## config.mk

```make
export PLATFORM = sky130hd
export DESIGN_NAME = program_loader
export DESIGN_NICKNAME = d
export VERILOG_FILES = /design/src/rtl/program_loader.sv
export SDC_FILE = /design/constraint.sdc
export NUM_CORES = 1
export LEC_CHECK = 0
export CAP_MARGIN = 20
export CORE_ASPECT_RATIO = 1.5
export CORE_MARGIN = 3
export CORE_UTILIZATION = 35
export DETAILED_ROUTE_END_ITERATION = 10
export PLACE_DENSITY = 0.57
export SKIP_CTS_REPAIR_TIMING = 1
export SLEW_MARGIN = 10
export SYNTH_ARGS = -nofsm -noshare
export SYNTH_HDL_FRONTEND = slang
export SYNTH_SLANG_ARGS = --single-unit
```

## constraint.sdc

```tcl
create_clock -name clk_i -period 2 [get_ports clk_i]
set_clock_uncertainty 0.05 [all_clocks]
set_input_delay 0.2 -clock clk_i [delete_from_list [all_inputs] [get_ports clk_i]]
set_output_delay 0.2 -clock clk_i [all_outputs]
set_load 0.02 [all_outputs]
```

## src/rtl/program_loader.sv

```systemverilog
// Boot loader: assembles little-endian halfwords from a host byte stream, writes them to
// instruction memory and releases the core. Optional checksum byte: PROGRAM_LOADER_CHECKSUM_EN.
module program_loader #(
  parameter int unsigned WORD           = 32,
  parameter int unsigned HALF_WORD      = 16,
  parameter int unsigned MAX_HALF_WORDS = 256,
  parameter int unsigned BASE_ADDR      = 0,
  parameter int unsigned ADDR_STEP      = 2
) (
  input  logic                 clk_i,
  input  logic                 reset_i,
  input  logic                 byte_valid_i,
  input  logic [7:0]           byte_i,
  output logic                 byte_ready_o,
  output logic                 program_mem_write_en_o,
  output logic [HALF_WORD-1:0] instruction_o,
  output logic [WORD-1:0]      instruction_addr_o,
  output logic                 cpu_reset_o,
  output logic                 done_o,
  output logic                 error_o
);

  localparam logic [2:0] LEN_LO  = 3'd0;
  localparam logic [2:0] LEN_HI  = 3'd1;
  localparam logic [2:0] DATA_LO = 3'd2;
  localparam logic [2:0] DATA_HI = 3'd3;
  localparam logic [2:0] WRITE   = 3'd4;
  localparam logic [2:0] DONE    = 3'd5;
  localparam logic [2:0] ERROR   = 3'd6;
`ifdef PROGRAM_LOADER_CHECKSUM_EN
  localparam logic [2:0] CHECK   = 3'd7;
`endif

  logic [2:0]           r_state;
  logic [15:0]          r_len;
  logic [15:0]          r_index;
  logic [7:0]           r_lo;
  logic [HALF_WORD-1:0] r_instr;
  logic [WORD-1:0]      r_addr;
`ifdef PROGRAM_LOADER_CHECKSUM_EN
  logic [7:0]           r_csum;
`endif

  logic                 w_hs;
  logic [15:0]          w_len;
  logic [15:0]          w_index_nxt;
  logic [WORD-1:0]      w_addr;

  always_comb begin
    byte_ready_o = 1'b0;
    case (r_state)
      LEN_LO, LEN_HI, DATA_LO, DATA_HI: byte_ready_o = 1'b1;
`ifdef PROGRAM_LOADER_CHECKSUM_EN
      CHECK:                            byte_ready_o = 1'b1;
`endif
      default:                          byte_ready_o = 1'b0;
    endcase
  end

  assign w_hs        = byte_valid_i & byte_ready_o;
  assign w_len       = {byte_i, r_len[7:0]};
  assign w_index_nxt = r_index + 16'd1;
  assign w_addr      = WORD'(BASE_ADDR) + WORD'(r_index) * WORD'(ADDR_STEP);

  always_ff @(posedge clk_i) begin
    if (reset_i) begin
      r_state <= LEN_LO;
      r_len   <= '0;
      r_index <= '0;
      r_lo    <= '0;
      r_instr <= '0;
      r_addr  <= WORD'(BASE_ADDR);
`ifdef PROGRAM_LOADER_CHECKSUM_EN
      r_csum  <= '0;
`endif
    end else begin
      case (r_state)
        LEN_LO: if (w_hs) begin
          r_len[7:0] <= byte_i;
          r_state    <= LEN_HI;
        end
        LEN_HI: if (w_hs) begin
          r_len[15:8] <= byte_i;
          if (w_len == 16'd0 || w_len > 16'(MAX_HALF_WORDS)) r_state <= ERROR;
          else                                                r_state <= DATA_LO;
        end
        DATA_LO: if (w_hs) begin
          r_lo    <= byte_i;
          r_state <= DATA_HI;
`ifdef PROGRAM_LOADER_CHECKSUM_EN
          r_csum  <= r_csum ^ byte_i;
`endif
        end
        // Instruction and address update together so both hold steady outside WRITE.
        DATA_HI: if (w_hs) begin
          r_instr <= HALF_WORD'({byte_i, r_lo});
          r_addr  <= w_addr;
          r_state <= WRITE;
`ifdef PROGRAM_LOADER_CHECKSUM_EN
          r_csum  <= r_csum ^ byte_i;
`endif
        end
        WRITE: begin
          r_index <= w_index_nxt;
          if (w_index_nxt == r_len) begin
`ifdef PROGRAM_LOADER_CHECKSUM_EN
            r_state <= CHECK;
`else
            r_state <= DONE;
`endif
          end else begin
            r_state <= DATA_LO;
          end
        end
`ifdef PROGRAM_LOADER_CHECKSUM_EN
        CHECK: if (w_hs) begin
          r_state <= (byte_i == r_csum) ? DONE : ERROR;
        end
`endif
        default: r_state <= r_state;
      endcase
    end
  end

  assign program_mem_write_en_o = (r_state == WRITE);
  assign instruction_o          = r_instr;
  assign instruction_addr_o     = r_addr;
  assign cpu_reset_o            = (r_state != DONE);
  assign done_o                 = (r_state == DONE);
  assign error_o                = (r_state == ERROR);

endmodule

```

==> impl_metrics.ini, run 1 <==
[placed_design]
dp.cells = 622
globalplace.congestion = 0.882
post_dp_cell_area_um2 = 4280
hpwl_mm = 6.64
port_buffers = 47

[logic_synthesis]
async_flop_share = 0
synth_cells = 444
ys_seq_elements = 75
ys_types = 45
avgSynthCellArea_um2 = 7.82
synth_edf_count = 0
synthFlopType = dfxtp_1
synth_seq_area_share = 0.433
yosysWarnings = 0
synth_area_um2 = 3470

[detailed_routing]
ant_nets = 0
routedWlPerCell_um = 13.8
wl_mm = 8.77
vias_per_cell = 4.85
drt-pass1-iter-count = 4
vias = 3088
drcViolationCount = 0
drt_iter0_drc = 131

[clock_tree]
cts_tree = yes
insertion_delay_ns = 0.34
clk_path_buf_depth = 2
cts-root-buf = clkbuf_16
cts_sinks = 75
ctsHtreeMaxLevel = 3
clk_pin_slew_ns = 0.06
numCtsBuffers = 9

[critical_path]
crit_buf_inv = 0
cp_data_arrival_time_ns = 2.39
crit_family = compound AO/OA/AOI/OAI gates
path_class = register to register
reg2reg_to = r_state[2]
crit_path_end_kind = register
startpoint_type = register
crit_path_top_delay_cell = or4_1
regToRegSetupSlack_ns = -0.19
path_depth = 6
required_ns = 2.20
endpoint = r_state[2]
cp_max_fo = 3
reg2reg_from = r_index[1]
path_cells = nand3_4, o21a_1, or4_1, a222oi_1, o2111ai_2, o31ai_2
cp-startpoint = r_index[1]
r2r_cells = 6
max_stage_delay_ns = 0.50

[hold_path]
hp-start = reset_i
min_path_type = primary input to register
holdPathStages = 2

[timing]
setup-violations-final = 4
fin_crit_ns = 2.19
setup_ws_ns = -0.189
final_hold_viol_count = 0
final.period_utilization = 1.09
max_freq_mhz = 457
rsz0062_at_grt = true
drv_slew = 0
final.setup.tns_ns = -0.506

[global_route]
grt_max_degree = 33
antenna_found_initial = 0
grt_pass1_wl_mm = 14.8
overflow = 0
grt.total_usage = 0.169
first_global_vias = 3120

[final_layout]
instances_no_fill = 637
antenna_cells = 0
drive_above_1_share = 0.162
post-route-cell-area_um2 = 4630
fin_util = 0.489
areaGrowthSynthToFinish_pct = 33.5
nNetsFinal = 533

[die]
die_h_um = 128
start_util = 0.367
num_rows = 43
io-pin-count = 64
dieArea_um2 = 11200
die_w_um = 87.3
core_um2 = 9470

[pwr]
power_mw = 3.51
vdd_drop_max_uv = 510
power_density_nw_per_um2 = 757
power.leakage_nw = 1.74

[status]
run_status = complete, but fails checks
violations = setup timing

[flow_run]
timing.max_cap.violations = 0
[metal layers]
layer	routed length, µm	up-vias	global-route usage
met4	190	0	0.0831
li1	-	1589	-
met2	4670	66	0.296
met3	309	12	0.0360
met1	3610	1421	0.188
met5	0	-	0
[cells in the mapped netlist (2+ instances only)]
master	n	area (µm²)
xor2_1	12	105
nand3_1	6	30.0
buf_2	8	40.0
o22ai_1	2	12.5
nand4_1	6	37.5
and3_1	2	12.5
or3_1	6	37.5
a21oi_1	53	265
a211o_1	2	17.5
a21o_1	2	15.0
nor4_1	6	37.5
buf_4	16	120
nor2_1	31	116
dfxtp_1	75	1500
clkbuf_1	25	93.8
inv_1	6	22.5
o21ai_0	6	30.0
nor3_1	7	35.0
nor3b_1	2	15.0
nand2_1	115	432
xnor2_1	22	193
or2_2	2	12.5
mux2i_1	10	100
[registers in the layout (all words and copies together) (netlist names)]
signal,flops
instruction_o,16
instruction_addr_o,16
r_index,16
r_lo,8
r_len,16
r_state,3
[per-stage QoR]
stage,worst slack (ns),hold WS (ns)
floorplan,-0.0708,0.286
global placement,-0.224,0.393
detailed placement,-0.302,0.396
CTS,-0.307,0.158
global route,-0.299,0.194
finish,-0.189,0.163
[placed cells by master, fill, tap and decap left out, types with 2 or more instances in the layout]
master,Yosys,routed
nand2_1,115,114
dfxtp_1,75,70
a21oi_1,53,53
buf_4,16,53
clkdlybuf4s50_1,0,44
nor2_1,31,31
xnor2_1,22,22
conb_1,1,16
xor2_1,12,12
mux2i_1,10,10
clkbuf_16,0,9
nor3_1,7,7
inv_1,6,6
nand3_1,6,6
nand4_1,6,6
o21ai_0,6,6
or3_1,6,6
nor4_1,6,5
dfxtp_2,0,3
or2_2,2,2
nor3b_1,2,2
and3_1,2,2
o22ai_1,2,2
a211o_1,2,2
a21o_1,2,2
clkbuf_8,0,2
clkinvlp_4,0,2
dlymetal6s2s_1,0,2
dfxtp_4,0,2
[cell families after synthesis]
kind of cell             count (synthesis)  synth area share
multiplexers                            10            0.0288
adder cells (fa/ha/maj)                  1           0.00360
other                                    1           0.00108
XOR/XNOR                                34            0.0858
AO/OA/AOI/OAI                           75             0.123
buffers and inverters                   56            0.0811
flip-flops                              75             0.433
AND/OR/NAND/NOR                        192             0.244
[cell type report]
cell class                 count  area [µm²]
fill                         946        4840
multi-input combinational    328        1770
sequential                    75        1510
timing repair buffer         101         880
clock buffer                  11         253
tap                          112         140
clock inverter                 4        50.0
inverter                       6        22.5
[worst min-delay path by stage]
stage / end
2_1_floorplan: r_len[10]
3_3_place_gp: instruction_addr_o[15]
3_5_place_dp: instruction_addr_o[15]
4_1_cts: r_lo[1]
5_1_grt: instruction_o[1]
6_report: r_lo[1]
[where the power goes]
| part | switching, mW | internal, mW | total (mW) |
|---|---|---|---|
| clock network | 0.608 | 1.02 | 1.63 |
| logic | 0.186 | 0.130 | 0.316 |
| registers | 0.0320 | 1.53 | 1.56 |
Power figures use the tool's default switching activity.
==> inputs of run 2 (changes only) <==
- CORE_MARGIN: 3 -> unset
==> impl_metrics.ini, run 2 (same netlist as run 1, synthesis figures left out) <==
[die]
io-pin-count = 64
dieArea_um2 = 10300
die_w_um = 83.3
die_h_um = 124
num_rows = 44
start_util = 0.360
core_um2 = 9630

[pwr]
p_int_mw = 2.61
netSwitchingPower_uw = 799
power_density_nw_per_um2 = 739
p_seq_frac = 0.458
power.leakage_nw = 1.72
p_sw_frac = 0.234
clock_power_share = 0.450
pwr-share-comb = 0.092
vdd_drop_max_uv = 438
power_mw = 3.41

[global_route]
grt.total_usage = 0.172
grt_max_degree = 40
first_global_vias = 2902
grt_pass1_wl_mm = 13.8
antenna_found_initial = 0
overflow = 0

[clock_tree]
insertion_delay_ns = 0.33
numCtsBuffers = 9
clk_pin_slew_ns = 0.06
cts-root-buf = clkbuf_16
ctsHtreeMaxLevel = 3
cts_tree = yes
clk_path_buf_depth = 2
cts_sinks = 75

[placed_design]
dpl_worst_slack_ns = -0.311
post_dp_cell_area_um2 = 4300
dp.cells = 625
hpwl_mm = 6.45
globalplace.congestion = 0.877
port_buffers = 47

[critical_path]
cp_max_fo = 3
reg2reg_from = r_index[1]
startpoint_type = register
reg2reg_to = r_state[1]
crit_path_end_kind = register
path_class = register to register
cp-startpoint = r_index[1]
cp_data_arrival_time_ns = 2.45
r2r_cells = 6
required_ns = 2.18
regToRegSetupSlack_ns = -0.27

[detailed_routing]
vias_per_cell = 4.80
drt_iter0_drc = 78
drt-pass1-iter-count = 4
wl_mm = 8.59
vias = 3076
drcViolationCount = 0
ant_nets = 0
routedWlPerCell_um = 13.4

[timing]
setup_ws_ns = -0.266
setup-violations-final = 3
drv_slew = 0
final.period_utilization = 1.13
rsz0062_at_grt = true
fin_crit_ns = 2.27
final_hold_viol_count = 0
max_freq_mhz = 441

[final_layout]
layout_common_cells = 115 x nand2_1, 72 x dfxtp_1, 53 x a21oi_1, 53 x buf_4, 44 x clkdlybuf4s50_1
fill_cells = 956
areaGrowthSynthToFinish_pct = 32.9
mostFrequentLayoutCell = nand2_1
drive_above_1_share = 0.152
nNetsFinal = 534
post-route-cell-area_um2 = 4610
multiInputGateArea_um2 = 1760
seq_area_um2 = 1510
fin_util = 0.479
antenna_cells = 0
instances_no_fill = 641

[hold_path]
whs_endpoint = r_lo[1]
hp-start = reset_i
min_path_type = primary input to register
holdPathStages = 2

[status]
violations = setup timing
run_status = complete, but fails checks

[flow_run]
timing.max_cap.violations = 0
## run 2: cell count changes in the layout (fill, tap and decap cells not counted), sizes merged
| cell | previous run | this run |
|---|---|---|
| buf | 55 | 56 |
| clkbuf | 11 | 12 |
| clkinv | 1 | 2 |
| clkinvlp | 2 | 0 |
## run 2: power groups by stage
stage | clock network (mW) | registers [mW] | logic (mW)
after floorplan | 0 | 1.58 | 0.225
after global placement | 0 | 1.60 | 0.305
after detailed placement | 0 | 1.60 | 0.308
after CTS | 1.58 | 1.56 | 0.309
after global routing | 1.64 | 1.57 | 0.345
final | 1.54 | 1.56 | 0.314
## run 2: area by class of cell
| cell class | count | share of cell area |
|---|---|---|
| Clock buffer | 12 | 0.0512 |
| Clock inverter | 3 | 0.00868 |
| Inverter | 6 | 0.00488 |
| Multi-Input combinational cell | 328 | 0.382 |
| Sequential cell | 75 | 0.327 |
| Tap cell | 115 | 0.0312 |
| Timing Repair Buffer | 102 | 0.195 |
## run 2: how the worst max path moves through the flow
stage	to	cells after the start	slack (ns)
after global routing	r_state[2]	6	-0.31
after CTS	r_state[2]	6	-0.31
after global placement	r_state[2]	6	-0.25
final	r_state[1]	6	-0.27
after detailed placement	r_state[2]	6	-0.31
after floorplan	r_state[2]	7	-0.07
## run 2: stage by stage
step	hold slack, ns	TNS, ns
6_report	0.209	-0.738
5_1_grt	0.236	-0.941
4_1_cts	0.211	-0.988
3_5_place_dp	0.395	-0.862
3_3_place_gp	0.394	-0.676
2_1_floorplan	0.286	-0.142
## run 2: per-layer routing
layer | GRT usage | vias up | part of all wire
li1 | - | 1584 | -
met1 | 0.184 | 1419 | 0.41
met2 | 0.323 | 57 | 0.53
met3 | 0.0371 | 16 | 0.034
met4 | 0.0797 | 0 | 0.022
met5 | 0 | - | 0
## run 2: critical path, stage by stage, from the launching register on
cell       delay [ns]
dfxtp_4          0.37
nand3_4          0.07
o21a_1           0.19
or4_1            0.50
a222oi_1         0.50
o2111ai_2        0.26
a21o_1           0.22
==> inputs of run 3 (changes only) <==
- CORE_ASPECT_RATIO: 1.5 -> 0.8
==> impl_metrics.ini, run 3 (same netlist as run 1, synthesis figures left out) <==
[status]
run_status = complete, but fails checks
violations = setup timing

[final_layout]
drive_above_1_share = 0.165
areaGrowthSynthToFinish_pct = 36.0
mostFrequentLayoutCell = nand2_1
instances_no_fill = 662
layout_common_cells = 115 x nand2_1, 70 x dfxtp_1, 53 x a21oi_1, 53 x buf_4, 43 x clkdlybuf4s50_1
antenna_cells = 0
nNetsFinal = 533

[hold_path]
whs_endpoint = r_index[0]
holdPathStages = 2
hp-start = reset_i
min_path_type = primary input to register

[flow_run]
timing.max_cap.violations = 0

[detailed_routing]
drcViolationCount = 0
vias_per_cell = 4.78
topRoutingLayerUsed = met4
vias = 3165
wl_mm = 9.40
routedWlPerCell_um = 14.2
wl_met2_mm = 4.13
met3_length_um = 353
drt_iter0_drc = 134
ant_nets = 0
wirelength_met1_mm = 4.83
drt-pass1-iter-count = 4

[timing]
max_freq_mhz = 447
setup-violations-final = 3
tightest_slew_ns = 0.655
rsz0062_at_grt = true
final_hold_viol_count = 0
drv_slew = 0
fin_crit_ns = 2.24
final.period_utilization = 1.12
setup_ws_ns = -0.235
maxSlewHeadroom = 0.559

[critical_path]
crit_buf_inv = 0
crit_path_top_delay_cell = or4_1
r2r_cells = 6
cp_data_arrival_time_ns = 2.41
crit_path_end_kind = register
path_cells = nand3_4, o21a_1, or4_1, a222oi_1, o2111ai_2, a21o_1
path_class = register to register
regToRegSetupSlack_ns = -0.24
max_stage_delay_ns = 0.52
reg2reg_to = r_state[1]
crit_family = compound AO/OA/AOI/OAI gates
startpoint_type = register
required_ns = 2.17
cp_max_fo = 4
reg2reg_from = r_index[1]

[die]
die_w_um = 113
io-pin-count = 64
core_um2 = 9650
dieArea_um2 = 10300
num_rows = 32
start_util = 0.360
die_h_um = 91.1

[placed_design]
dpl_worst_slack_ns = -0.251
hpwl_mm = 7.08
dp.cells = 645
port_buffers = 47
globalplace.congestion = 0.855

[clock_tree]
ctsHtreeMaxLevel = 3
insertion_delay_ns = 0.33
cts_tree = yes
clk_path_buf_depth = 2
numCtsBuffers = 9
cts_sinks = 75
cts-root-buf = clkbuf_16
clk_pin_slew_ns = 0.06

[global_route]
grt_pass1_wl_mm = 15.5
first_global_vias = 3058
grt_max_degree = 32
grt.total_usage = 0.194
antenna_found_initial = 0
overflow = 0

[pwr]
power_density_nw_per_um2 = 798
vdd_drop_max_uv = 437
power.leakage_nw = 1.76
run 3: cell count changes in the layout (fill, tap and decap cells not counted), moves of 2 or more:
cell       change
bufinv_16      +2
clkinv_2       -2
clkbuf_1       -3
inv_6          +2
dfxtp_1        -2
dfxtp_2        +3
run 3: layer usage:
layer	global-route usage	vias up
met3	0.0441	8
met1	0.275	1480
met5	0	-
met2	0.293	79
li1	-	1598
met4	0.0537	0
run 3: power breakdown:
group	switching, mW	internal, mW
combinational	0.193	0.128
sequential	0.0330	1.53
clock	0.661	1.23
run 3: final cells by class:
type                    instances  area [µm²]
well taps                     136         170
clock inverters                 7         124
clock buffers                   9         225
flip-flops and latches         75        1510
inverters                       6        22.5
multi-input cells             328        1780
repair buffers                101         891
fillers                       958        4930
run 3: worst max-delay path by stage:
stage | startpoint | endpoint | cells past startpoint
3_3_place_gp | r_index[1] | r_state[2] | 6
6_report | r_index[1] | r_state[1] | 6
3_5_place_dp | r_index[1] | r_state[2] | 7
5_1_grt | r_index[1] | r_state[2] | 7
4_1_cts | r_index[1] | r_state[2] | 6
2_1_floorplan | r_index[2] | r_state[2] | 7
run 3: stage by stage:
step / setup TNS [ns] / hold slack, ns / utilization / instance area [µm²] / total power, mW
final: -0.624 / 0.258 / 0.489 / 4720 / 3.77
after global routing: -0.935 / 0.278 / 0.489 / 4720 / 3.92
after CTS: -1.03 / 0.246 / 0.484 / 4670 / 3.81
after detailed placement: -0.833 / 0.396 / 0.447 / 4320 / 1.91
after global placement: -0.607 / 0.394 / 0.447 / 4320 / 1.90
after floorplan: -0.142 / 0.286 / - / 3540 / 1.81
